$ cat config.mk
export PLATFORM = sky130hd
export DESIGN_NAME = pipeline_hazard_ctrl
export DESIGN_NICKNAME = d
export VERILOG_FILES = /design/src/rtl/pipeline_hazard_ctrl.sv
export SDC_FILE = /design/constraint.sdc
export NUM_CORES = 1
export LEC_CHECK = 0
export BUFFER_PORTS_ARGS = -buffer_cell sky130_fd_sc_hd__buf_4
export CAP_MARGIN = 20
export CORE_MARGIN = 10
export CORE_UTILIZATION = 46
export CTS_CLUSTER_DIAMETER = 100
export DETAILED_ROUTE_END_ITERATION = 8
export MAX_ROUTING_LAYER = met4
export PLACE_DENSITY = 0.72
export REMOVE_ABC_BUFFERS = 1
export SYNTH_ARGS = -nofsm -noshare
export SYNTH_HDL_FRONTEND = slang
export SYNTH_SLANG_ARGS = --single-unit
$ cat constraint.sdc
create_clock -name clk -period 6.8 [get_ports clk]
set_input_delay 0.68 -clock clk [delete_from_list [all_inputs] [get_ports clk]]
set_output_delay 0.68 -clock clk [all_outputs]
set_load 0.03 [all_outputs]
$ cat src/rtl/pipeline_hazard_ctrl.sv
// Pipeline hazard controller: boot flush, taken-branch redirect, multi-cycle data-memory
// stalls with timeout abort, load-use interlock and a saturating stall counter.
module pipeline_hazard_ctrl #(
  parameter int BOOT_CYCLES = 4,
  parameter int MEM_TIMEOUT = 16,
  parameter int CNT_W       = 16
) (
  input  logic             clk,
  input  logic             rst_n,
  input  logic [4:0]       id_rs1,
  input  logic [4:0]       id_rs2,
  input  logic             id_use_rs1,
  input  logic             id_use_rs2,
  input  logic [4:0]       ex_rd,
  input  logic             ex_load,
  input  logic             ex_reg_write,
  input  logic             ex_mem_en,
  input  logic             ex_br_taken,
  input  logic             ex_jump,
  input  logic             dmem_ready,
  input  logic             perf_clr,
  output logic             stall_if,
  output logic             stall_id,
  output logic             stall_ex,
  output logic             bubble_ex,
  output logic             flush_id,
  output logic             pc_redirect,
  output logic             dmem_req,
  output logic             mem_abort,
  output logic             mem_err,
  output logic [CNT_W-1:0] stall_cnt
);

  localparam int BW = $clog2(BOOT_CYCLES + 1);
  localparam int WW = $clog2(MEM_TIMEOUT + 1);

  typedef enum logic [1:0] {
    ST_BOOT,
    ST_RUN,
    ST_MEM_WAIT
  } state_t;

  state_t           state_q, state_d;
  logic [BW-1:0]    boot_cnt_q, boot_cnt_d;
  logic [WW-1:0]    wait_cnt_q, wait_cnt_d;
  logic             mem_err_q, mem_err_d;
  logic [CNT_W-1:0] stall_cnt_q, stall_cnt_d;

  logic load_use;
  logic redirect;

  // x0 is hard-wired zero, so a load targeting it can never create a hazard.
  assign load_use = ex_load & ex_reg_write & (ex_rd != 5'd0) &
                    ((id_use_rs1 & (id_rs1 == ex_rd)) | (id_use_rs2 & (id_rs2 == ex_rd)));
  assign redirect = ex_br_taken | ex_jump;

  always_comb begin
    state_d     = state_q;
    boot_cnt_d  = boot_cnt_q;
    wait_cnt_d  = wait_cnt_q;
    mem_err_d   = mem_err_q;
    stall_if    = 1'b0;
    stall_id    = 1'b0;
    stall_ex    = 1'b0;
    bubble_ex   = 1'b0;
    flush_id    = 1'b0;
    pc_redirect = 1'b0;
    dmem_req    = 1'b0;
    mem_abort   = 1'b0;

    case (state_q)
      ST_BOOT: begin
        stall_if  = 1'b1;
        stall_id  = 1'b1;
        flush_id  = 1'b1;
        bubble_ex = 1'b1;
        if (boot_cnt_q == BW'(BOOT_CYCLES - 1)) begin
          boot_cnt_d = '0;
          state_d    = ST_RUN;
        end else begin
          boot_cnt_d = boot_cnt_q + 1'b1;
        end
      end

      ST_RUN: begin
        if (redirect) begin
          pc_redirect = 1'b1;
          flush_id    = 1'b1;
          bubble_ex   = 1'b1;
        end else if (ex_mem_en) begin
          dmem_req = 1'b1;
          if (dmem_ready) begin
            if (load_use) begin
              stall_if  = 1'b1;
              stall_id  = 1'b1;
              bubble_ex = 1'b1;
            end
          end else begin
            stall_if   = 1'b1;
            stall_id   = 1'b1;
            stall_ex   = 1'b1;
            wait_cnt_d = WW'(1);
            state_d    = ST_MEM_WAIT;
          end
        end else if (load_use) begin
          stall_if  = 1'b1;
          stall_id  = 1'b1;
          bubble_ex = 1'b1;
        end
      end

      ST_MEM_WAIT: begin
        dmem_req = 1'b1;
        if (dmem_ready) begin
          // The completing load may still feed the ID instruction.
          wait_cnt_d = '0;
          state_d    = ST_RUN;
          if (load_use) begin
            stall_if  = 1'b1;
            stall_id  = 1'b1;
            bubble_ex = 1'b1;
          end
        end else if (wait_cnt_q == WW'(MEM_TIMEOUT - 1)) begin
          mem_abort  = 1'b1;
          mem_err_d  = 1'b1;
          wait_cnt_d = '0;
          state_d    = ST_RUN;
        end else begin
          stall_if   = 1'b1;
          stall_id   = 1'b1;
          stall_ex   = 1'b1;
          wait_cnt_d = wait_cnt_q + 1'b1;
        end
      end

      default: begin
        state_d = ST_BOOT;
      end
    endcase
  end

  always_comb begin
    stall_cnt_d = stall_cnt_q;
    if (perf_clr) begin
      stall_cnt_d = '0;
    end else if (stall_if && (state_q != ST_BOOT) && (stall_cnt_q != {CNT_W{1'b1}})) begin
      stall_cnt_d = stall_cnt_q + 1'b1;
    end
  end

  always_ff @(posedge clk or negedge rst_n) begin
    if (!rst_n) begin
      state_q     <= ST_BOOT;
      boot_cnt_q  <= '0;
      wait_cnt_q  <= '0;
      mem_err_q   <= 1'b0;
      stall_cnt_q <= '0;
    end else begin
      state_q     <= state_d;
      boot_cnt_q  <= boot_cnt_d;
      wait_cnt_q  <= wait_cnt_d;
      mem_err_q   <= mem_err_d;
      stall_cnt_q <= stall_cnt_d;
    end
  end

  assign mem_err   = mem_err_q;
  assign stall_cnt = stall_cnt_q;

endmodule

* Yosys cells after proc, flatten, opt, wreduce, memory -nomap -nowiden
Index checks and enable logic that the tools add are counted.
** Operators by class
- Add/subtract/negate cells :: 3
- Equality and inequality tests :: 12
- Muxes and demuxes :: 41
- Bitwise logic cells :: 8
- Reduce and logical (&&, ||, !) cells :: 10
** Operators by type and width (count)
- $mux W16 :: 2
- $mux W5 :: 5
- $mux W1 :: 20
- $add A16 B1 Y16 const B :: 1
- $ne A16 B16 Y1 const B :: 1
- $mux W2 :: 6
- $eq A5 B5 Y1 :: 2
- $pmux W5 S2 :: 1
- $ne A2 B2 Y1 const B :: 4
- $pmux W1 S2 :: 3
- $pmux W1 S3 :: 2
- $pmux W2 S3 :: 1
- $reduce_bool A2 Y1 :: 3
- $add A5 B1 Y5 const B :: 1
- $and A1 B1 Y1 :: 5
- $eq A5 B4 Y1 const B :: 1
- $reduce_and A5 Y1 :: 1
- $reduce_bool A5 Y1 :: 1
- $reduce_and A4 Y1 :: 1
- $add A3 B1 Y3 const B :: 1
- $eq A3 B2 Y1 const B :: 1
- $mux W3 :: 1
- $ne A3 B3 Y1 const B :: 1
- $reduce_and A3 Y1 :: 1
- other kinds (6) :: 8
** Storage, ports and cells
- Bits in registers :: 27
- Input bits :: 26
- Output and inout port bits :: 25
- Logic and storage cells :: 79

* Depth between registers and ports, before layout
Gate-level depths: netlist of run 1.
- Depth in word-level cells :: 13
- Mapped depth :: 9
- Depth with buffers taken out :: 8

* Least setup slack after synthesis of run 1
OpenSTA, ideal clock, no wires.
- Kind :: input port to output port
- Start :: input port ex_jump
- End :: output port stall_if
- Data arrival time :: 2.625 ns
- Data required time :: 6.120 ns
- Slack :: 3.495 ns
- Stages :: 8
- Path buffers :: 3
- Cell sequence :: or3b_2 nor2_1 a221oi_1 o31a_1 buf_2 clkbuf_1 nor2_1 buf_4
** On the way
- Word-level cells in the longest chain between the ends :: 3
** RTL lines
- start: declaration :: line 19 : input logic ex_jump,
- $or A1 B1 Y1 :: line 55 : assign redirect = ex_br_taken | ex_jump;
- $mux W1
- $pmux W1 S3
- end: declaration :: line 22 : output logic stall_if,
No other way between the ends.

* Worst setup path after layout of run 1
- Start :: register state_q[0]
- End :: output port stall_if
** On the way
- Word-level cells in the longest chain between the ends :: 2
- Elaborated cells between the ends (all ways) :: 4
- Those cells by class :: 2 x eq/ne; 1 x mux; 1 x reduce/logical
** RTL lines
- start: declaration :: line 43 : state_t state_q, state_d;
- start signal: assignment :: line 159 : state_q <= state_d;
- $eq A2 B2 Y1 (tied with other cells) :: line 71 : case (state_q)
- $pmux W1 S3 (*) :: line 71
Every way passes the cells marked *; elsewhere a longest branch is shown, timed or not.

==> results_dict.tcl, run 1 <==
set metrics [dict create \
    status "finished, final reports clean" \
    diodes 0 \
    ys_types 43 \
    fin_skew_ns 0.008925 \
    pre_cts_ws_ns 3.407 \
    place_area_um2 2118 \
    syn_area_um2 1727 \
    tightest_slew_ns 0.9786 \
    finalSetupTns_ns 0 \
    finalCriticalPeriod_ns 3.412 \
    finalNonFillerCells 287 \
    postRouteAntennaNets 0 \
    drive_gt1_share_pct 25.52 \
    synthTopCellsByCount "dfrtp_1 (27), nand2_1 (21), a21oi_1 (14), nor2_1 (14), or4_1 (12)" \
    drt_iter0_drc 92 \
    cts_root_buffer "clkbuf_8" \
    p_total_mw 0.5828 \
    slew-limit-headroom_pct 34.76 \
    rows 22 \
    setup_slack_ns 3.388 \
    rsz0062_at_grt "false" \
    power_density_nw_per_um2 268.9 \
    gr-total-overflow 0 \
    clk_pin_slew_worst_paths_ns 0.09 \
    avgSynthCellArea_um2 8.855 \
    netlist_top_cells_area "dfrtp_1 (39%), or4_1 (5.2%), ha_1 (5.1%)" \
    layout.nets 273 \
    clockPowerShare_pct 15.4 \
    crit_slowest_cell "o31a_1" \
    critPathLaunchType "flip-flop" \
    start_util_pct 47.52 \
    grt_usage_pct 12.64 \
    hold_path_class "in -> async" \
    async_flop_share_pct 100.0 \
    clock_tree.buffer_depth 2 \
    fill_cells 354 \
    slew_viol_final 0 \
    dr.pass1.iters 4 \
    yosys_warnings 0 \
    syn_inst 195 \
    ys_seq_area_share_pct 39.13 \
    p_sw_share_pct 44.22 \
    worstSetupEndpointType "output pin" \
    cpPeakStageDelay_ns 0.83 \
    final-seq-area_um2 675.6 \
    multi_input_area_um2 988.4 \
    die_x_um 81.27 \
    viasPerCell 5.505 \
    p_int_mw 0.3251 \
    power_frac_comb_pct 51.0 \
    finalHoldViolCount 0 \
    synth-main-ff-cell "dfrtp_1" \
    die-height_um 81.27 \
    r2r_slack_ns 4.08 \
    crit_type "reg -> out" \
    crit_chain "inv_1, ha_1, nor2b_1, a221oi_1, o31a_1, nor2_1, buf_4" \
    leakage_nw 0.9326 \
    grt_antenna_before_repair 0 \
    seq_power_share_pct 33.6 \
    cp_max_fo 31 \
    period_share_pct 50.18 \
    core_um2 3633 \
    yosys.area.top_type "dfrtp_1" \
    cap_violations 0 \
    grt_pass1_vias 1531 \
    wl_per_cell_um 13.83 \
    clkSinkCount 27 \
    cp.arrival_ns 2.73 \
    drc 0 \
    irDropWorstVdd_mv 0.1488 \
    max_freq_mhz 293.1 \
    yosys.cell_count.top_type "dfrtp_1" \
    gp_congestion 0.8075 \
    cp.required_ns 6.12 \
    htree_levels 1 \
    power.net_switching_mw 0.2577 \
    dpl.cell_count 283 \
    cts_resized 0 \
    portBuffers 50 \
    synth_edf_count 0 \
    synth_seq_cells 27 \
    cts.hold.buffers_added 0 \
    route.final.wire_length_mm 3.968 \
    dpl.hpwl_mm 3.109 \
    cts_buffers 3 \
    die-area_um2 6604 \
    setup_viol 0 \
    cp_num_buf_inv 2 \
    fin_area_um2 2167 \
    path_delay_family "compound AO/OA/AOI/OAI gates" \
    ios 51 \
    post_cts_buffers 0 \
    grt_max_degree 32 \
    vias 1580 \
    synthToLayoutAreaGrowth_pct 25.51 \
    yosysTopAreaCellShare_pct 39.13 \
    grt_pass1_wl_mm 6.810 \
    clk_latency_ns 0.27 \
    tritoncts "yes" \
]
-- worst paths after layout --
| path | from | to | depth (start not counted) |
|---|---|---|---|
| min in group clk | wait_cnt_q[4] | wait_cnt_q[4] | 1 |
| worst max register to register | state_q[0] | stall_cnt[5] | 7 |
| max in group asynchronous | rst_n | wait_cnt_q[3] | 1 |
| worst max-delay path | state_q[0] | stall_if | 7 |
| worst min-delay path | rst_n | stall_cnt[3] | 1 |
| worst min register to register | wait_cnt_q[4] | wait_cnt_q[4] | 1 |
-- worst reg2reg max path, stage by stage (launching register included) --
cell and delay (ns):
dfrtp_1 0.38, inv_1 0.08, ha_1 0.29, nor2b_1 0.21, a221oi_1 0.29, o31a_1 0.83, nor4_1 0.20, mux2_2 0.32
-- layout make-up --
| cell class | count | area share, % |
|---|---|---|
| multi-input cells | 153 | 45.61 |
| flip-flops and latches | 27 | 31.18 |
| repair buffers | 50 | 17.32 |
| well taps | 48 | 2.771 |
| clock buffers | 3 | 1.905 |
| inverters | 5 | 0.8661 |
| clock inverters | 1 | 0.3464 |
-- state kept, by name, summed over array words and instances, names as in the netlist --
signal and count:
state_q 2, boot_cnt_q 3, mem_err 1, wait_cnt_q 5, stall_cnt 16
-- logic make-up after synthesis --
family,Yosys count,share of synthesized area (%)
AND/OR/NAND/NOR,81,25.00
adder cells (fa/ha/maj),7,5.072
buffers and inverters,15,3.623
multiplexers,5,3.188
XOR/XNOR,10,5.073
flip-flops,27,39.13
AO/OA/AOI/OAI,50,18.91
-- metal layers --
| metal | global-route usage [%] | up-vias | part of all wire (%) |
|---|---|---|---|
| met4 | 1.384 | 0 | 0.20 |
| met3 | 3.642 | 2 | 4.9 |
| li1 | - | 812 | - |
| met1 | 15.20 | 735 | 44 |
| met5 | - | - | 0 |
| met2 | 21.09 | 31 | 51 |
-- power groups by stage --
stage	clock network, mW	logic [mW]	registers, mW
2_1_floorplan	0	0.194	0.205
3_3_place_gp	0	0.298	0.199
3_5_place_dp	0	0.299	0.200
4_1_cts	0.0942	0.300	0.196
5_1_grt	0.101	0.331	0.199
6_report	0.0897	0.297	0.196
-- metrics by stage --
| stage | hold slack [ns] | utilization [%] |
|---|---|---|
| 2_1_floorplan | 0.3844 | - |
| 3_3_place_gp | 0.4600 | 58.30 |
| 3_5_place_dp | 0.4642 | 58.30 |
| 4_1_cts | 0.3064 | 59.64 |
| 5_1_grt | 0.3119 | 59.64 |
| 6_report | 0.3048 | 59.64 |
-- cell usage in the layout, fill, tap and decap left out, drive strengths merged, types with 5 or more instances in the layout --
master / count
xor2: 8
nor2: 14
nor2b: 6
a21oi: 14
nor4: 5
dfrtp: 27
nand2: 21
inv: 5
ha: 7
nand3: 7
o21ai: 8
or4: 12
buf: 50
o31ai: 11
Note: power is estimated with default switching activity, not from simulation.
==> run 2: changes to the inputs <==
==> constraint.sdc (replaced) <==
create_clock -name clk -period 3.3 [get_ports clk]
set_input_delay 0.33 -clock clk [delete_from_list [all_inputs] [get_ports clk]]
set_output_delay 0.33 -clock clk [all_outputs]
set_load 0.03 [all_outputs]
==> run 2 against run 1 <==
Net effect:
- first-iteration DRC count down 34%
- sequential cell count unchanged
- critical path type unchanged
- register-to-register slack worse by 3.5 ns
- global-route usage grew 0.28 points
- total power is 110% higher
- highest routed layer unchanged
- setup slack worse by 3.1 ns
- utilization rose by 0.28 points
==> results_dict.tcl, run 2 (synthesis gave the netlist of run 1 again) <==
set metrics [dict create \
    status "finished, final reports clean" \
    hold_path_class "in -> reg" \
    tritoncts "yes" \
    drive_gt1_share_pct 25.42 \
    period_share_pct 91.64 \
    cp_max_fo 31 \
    core_um2 3633 \
    grt_pass1_vias 1608 \
    grt_max_degree 32 \
    slew-limit-headroom_pct 34.78 \
    gr-total-overflow 0 \
    leakage_nw 0.9368 \
    die_x_um 81.27 \
    diodes 0 \
    die-height_um 81.27 \
    layout_common_cells "buf_4 (50), dfrtp_1 (27), nand2_1 (21)" \
    worstSetupEndpointType "output pin" \
    die-area_um2 6604 \
    grt_pass1_wl_mm 6.996 \
    largest_register_ffs 16 \
    fin_skew_ns 0.004222 \
    drc 0 \
    synthToLayoutAreaGrowth_pct 26.09 \
    power_density_nw_per_um2 556.4 \
    tightest_slew_ns 0.9784 \
    cp.required_ns 2.97 \
    cap_violations 0 \
    vias 1570 \
    final_common_cell "buf_4" \
    finalCriticalPeriod_ns 3.024 \
    htree_levels 1 \
    dr.pass1.iters 4 \
    gp_congestion 0.8036 \
    rows 22 \
    portBuffers 50 \
    clkSinkCount 27 \
    route.final.wire_length_mm 4.003 \
    max_freq_mhz 330.7 \
    irDropWorstVdd_mv 0.2594 \
    clk_pin_slew_worst_paths_ns 0.10 \
    final_util_pct 59.92 \
    crit_type "reg -> out" \
    clock_tree.buffer_depth 2 \
    layout.nets 274 \
    finalHoldViolCount 0 \
    grt_antenna_before_repair 0 \
    drt_iter0_drc 61 \
    cp.arrival_ns 2.69 \
    rsz0062_at_grt "false" \
    setup_viol 0 \
    finalSetupTns_ns 0 \
    viasPerCell 5.451 \
    dpl.hpwl_mm 3.158 \
    slew_viol_final 0 \
    critPathLaunchType "flip-flop" \
    postRouteAntennaNets 0 \
    wl_per_cell_um 13.90 \
    clk_latency_ns 0.27 \
    ios 51 \
    grt_usage_pct 12.92 \
    cts_root_buffer "clkbuf_8" \
    fill_cells 358 \
    start_util_pct 47.52 \
    cts_buffers 3 \
]
run 2: path summary, 6_finish.rpt:
path                       startpoint             to  slack (ns)  cells after the start
max                        state_q[0]       stall_if        0.28                      7
min                          perf_clr   stall_cnt[2]        0.34                      2
max reg2reg                state_q[0]   stall_cnt[5]        0.63                      7
min reg2reg                   mem_err        mem_err        0.48                      1
max in group asynchronous       rst_n  boot_cnt_q[1]        2.54                      2
min in group asynchronous       rst_n   stall_cnt[5]        0.49                      2
run 2: per-stage QoR:
step	total power [mW]	setup WS, ns	cell area, um^2	hold WS, ns	instances
5_1_grt	1.303	0.04214	2177	0.3565	288
4_1_cts	1.229	0.2297	2177	0.3480	288
3_5_place_dp	1.031	0.5522	2118	0.2665	283
6_report	1.211	0.2758	2177	0.3419	288
2_1_floorplan	0.8226	0.7188	1683	0.03441	185
3_3_place_gp	1.025	0.6004	2118	0.2616	283
run 2: critical path, stage by stage, from the launching register on:
cell	delay (ns)
dfrtp_1	0.38
inv_1	0.08
ha_1	0.29
nor2b_1	0.20
a221oi_1	0.28
o31a_1	0.83
nor2_1	0.13
buf_4	0.22
run 2: layout make-up:
| cell class | count | area, um^2 | share of cell area [%] |
|---|---|---|---|
| repair buffers | 51 | 385.4 | 17.70 |
| inverters | 5 | 18.77 | 0.8621 |
| well taps | 48 | 60.06 | 2.759 |
| clock buffers | 3 | 41.29 | 1.897 |
| multi-input cells | 153 | 988.4 | 45.40 |
| clock inverters | 1 | 7.507 | 0.3448 |
| flip-flops and latches | 27 | 675.6 | 31.03 |
run 2: repair_timing:
| item | in CTS | in global routing |
|---|---|---|
| setup buffers | 0 | 0 |
| resized for setup | 0 | 0 |
| hold buffers | 1 | 0 |
| endpoints found under the hold margin | 27 | 0 |
run 2: per-layer routing:
metal	up-vias	wire (um)	GRT usage, %
li1	813	-	-
met2	28	2100	22.83
met3	2	142	2.318
met4	0	8	2.595
met5	-	0	-
met1	727	1751	14.87
run 2: power breakdown:
| group | total [mW] | internal, mW | switching (mW) |
|---|---|---|---|
| clock | 0.194 | 0.0857 | 0.108 |
| sequential | 0.404 | 0.370 | 0.0342 |
| combinational | 0.613 | 0.216 | 0.397 |
==> run 3: changes to the inputs <==
--- a/config.mk
+++ b/config.mk
@@ -7,12 +7,11 @@
 export LEC_CHECK = 0
 export BUFFER_PORTS_ARGS = -buffer_cell sky130_fd_sc_hd__buf_4
 export CAP_MARGIN = 20
-export CORE_MARGIN = 10
 export CORE_UTILIZATION = 46
 export CTS_CLUSTER_DIAMETER = 100
 export DETAILED_ROUTE_END_ITERATION = 8
 export MAX_ROUTING_LAYER = met4
-export PLACE_DENSITY = 0.72
+export PLACE_DENSITY = 0.79
 export REMOVE_ABC_BUFFERS = 1
 export SYNTH_ARGS = -nofsm -noshare
 export SYNTH_HDL_FRONTEND = slang
==> run 3 against run 2 <==
Net effect:
- routed wire length down 6.6%
- cell count decreased by 0.69%
- setup slack lost 0.033 ns
- die area down 39%
- worst hold slack better by 0.020 ns
- via count up 3.3%
- clock skew fell by 0.0014 ns
- critical endpoint is now stall_id
- sequential power barely moved
- utilization is 2.7 points higher
- largest cell class unchanged
- first-iteration DRC count up 54%
==> results_dict.tcl, run 3 (synthesis gave the netlist of run 1 again) <==
set metrics [dict create \
    drt_iter0_drc 94 \
    setup_viol 0 \
    gr-total-overflow 0 \
    rows 21 \
    wl_per_cell_um 13.07 \
    irDropWorstVdd_mv 0.2475 \
    slew-limit-headroom_pct 34.06 \
    postRouteAntennaNets 0 \
    slew_viol_final 0 \
    whs_path_depth 2 \
    final_common_cell "buf_4" \
    grt_usage_pct 20.21 \
    cp_max_fo 31 \
    fill_cells 319 \
    min_from "perf_clr" \
    leakage_nw 0.9378 \
    viasPerCell 5.671 \
    portBuffers 50 \
    layout.nets 274 \
    cts_resized 0 \
    max_freq_mhz 327.1 \
    cts_root_buffer "clkbuf_8" \
    clkSinkCount 27 \
    r2r_slack_ns 0.58 \
    hold_path_class "in -> reg" \
    synthToLayoutAreaGrowth_pct 25.72 \
    finalSetupTns_ns 0 \
    die_x_um 63.27 \
    die-height_um 63.27 \
    clk_latency_ns 0.27 \
    clock_tree.buffer_depth 2 \
    finalHoldViolCount 0 \
    ios 51 \
    cap_violations 0 \
    worstReg2RegStart "state_q[0]" \
    diodes 0 \
    dpl.hpwl_mm 2.788 \
    fin_skew_ns 0.002824 \
    die-area_um2 4002 \
    core_um2 3468 \
    largest_register_ffs 16 \
    rsz0062_at_grt "false" \
    layout_common_cells "buf_4 (50), dfrtp_1 (27), nand2_1 (21)" \
    clk_pin_slew_worst_paths_ns 0.09 \
    final_util_pct 62.59 \
    drc 0 \
    tightest_slew_ns 0.9891 \
    grt_antenna_before_repair 0 \
    cp.arrival_ns 2.73 \
    cts.hold.buffers_added 1 \
    period_share_pct 92.65 \
    holdPathEnd "stall_cnt[13]" \
    start_util_pct 49.78 \
    rr_worst_depth 7 \
    status "finished, final reports clean" \
    gp_congestion 0.7738 \
    power_density_nw_per_um2 556.1 \
    cp.required_ns 2.97 \
    drive_gt1_share_pct 25.00 \
    grt_max_degree 32 \
    htree_levels 1 \
    reg2reg_to "stall_cnt[5]" \
    worstSetupEndpointType "output pin" \
    vias 1622 \
    tritoncts "yes" \
    dr.pass1.iters 4 \
    post_cts_buffers 0 \
    cts_buffers 3 \
    grt_pass1_wl_mm 6.451 \
    route.final.wire_length_mm 3.738 \
    finalCriticalPeriod_ns 3.058 \
    crit_type "reg -> out" \
    grt_pass1_vias 1517 \
    critPathLaunchType "flip-flop" \
]
-- run 3: power by group --
group | total (mW) | internal, mW | switching, mW
combinational | 0.618 | 0.215 | 0.403
clock | 0.185 | 0.0865 | 0.0990
sequential | 0.404 | 0.370 | 0.0336
-- run 3: worst max-delay path, cell delays in order, from the launching register on --
cell	delay, ns
dfrtp_1	0.38
inv_1	0.09
ha_1	0.30
nor2b_1	0.20
a221oi_1	0.30
o31a_1	0.84
nor2_1	0.13
buf_4	0.22
-- run 3: worst max-delay path by stage --
| stage | startpoint | endpoint | slack, ns | cells past startpoint |
|---|---|---|---|---|
| detailed placement | state_q[0] | stall_id | 0.55 | 7 |
| floorplan | ex_rd[3] | stall_id | 0.72 | 5 |
| CTS | state_q[0] | stall_id | 0.23 | 7 |
| global placement | state_q[0] | stall_if | 0.63 | 7 |
| finish | state_q[0] | stall_id | 0.24 | 7 |
| global route | state_q[0] | stall_id | 0.04 | 7 |
-- run 3: metrics by stage --
step	cells	hold slack (ns)	setup slack, ns	total power, mW	area (um^2)
after floorplan	185	0.03441	0.7188	0.8226	1683
after global placement	281	0.2610	0.6347	1.016	2116
after detailed placement	281	0.2596	0.5497	1.026	2116
after CTS	286	0.3467	0.2251	1.217	2171
after global routing	286	0.3650	0.03563	1.297	2171
final	286	0.3615	0.2424	1.207	2171
-- run 3: final cells by class --
| cell class | count | area [um^2] | area share [%] |
|---|---|---|---|
| clock buffers | 4 | 45.04 | 2.075 |
| well taps | 46 | 57.56 | 2.651 |
| flip-flops and latches | 27 | 675.6 | 31.12 |
| multi-input cells | 153 | 988.4 | 45.53 |
| repair buffers | 51 | 385.4 | 17.75 |
| inverters | 5 | 18.77 | 0.8646 |
-- run 3: routing by layer --
layer	routed length, um	track usage [%]	vias up	share of wire [%]
li1	-	-	817	-
met1	1737	25.60	759	46
met2	1845	33.47	44	49
met3	144	3.986	2	3.9
met4	10	4.261	0	0.27
met5	0	-	-	0
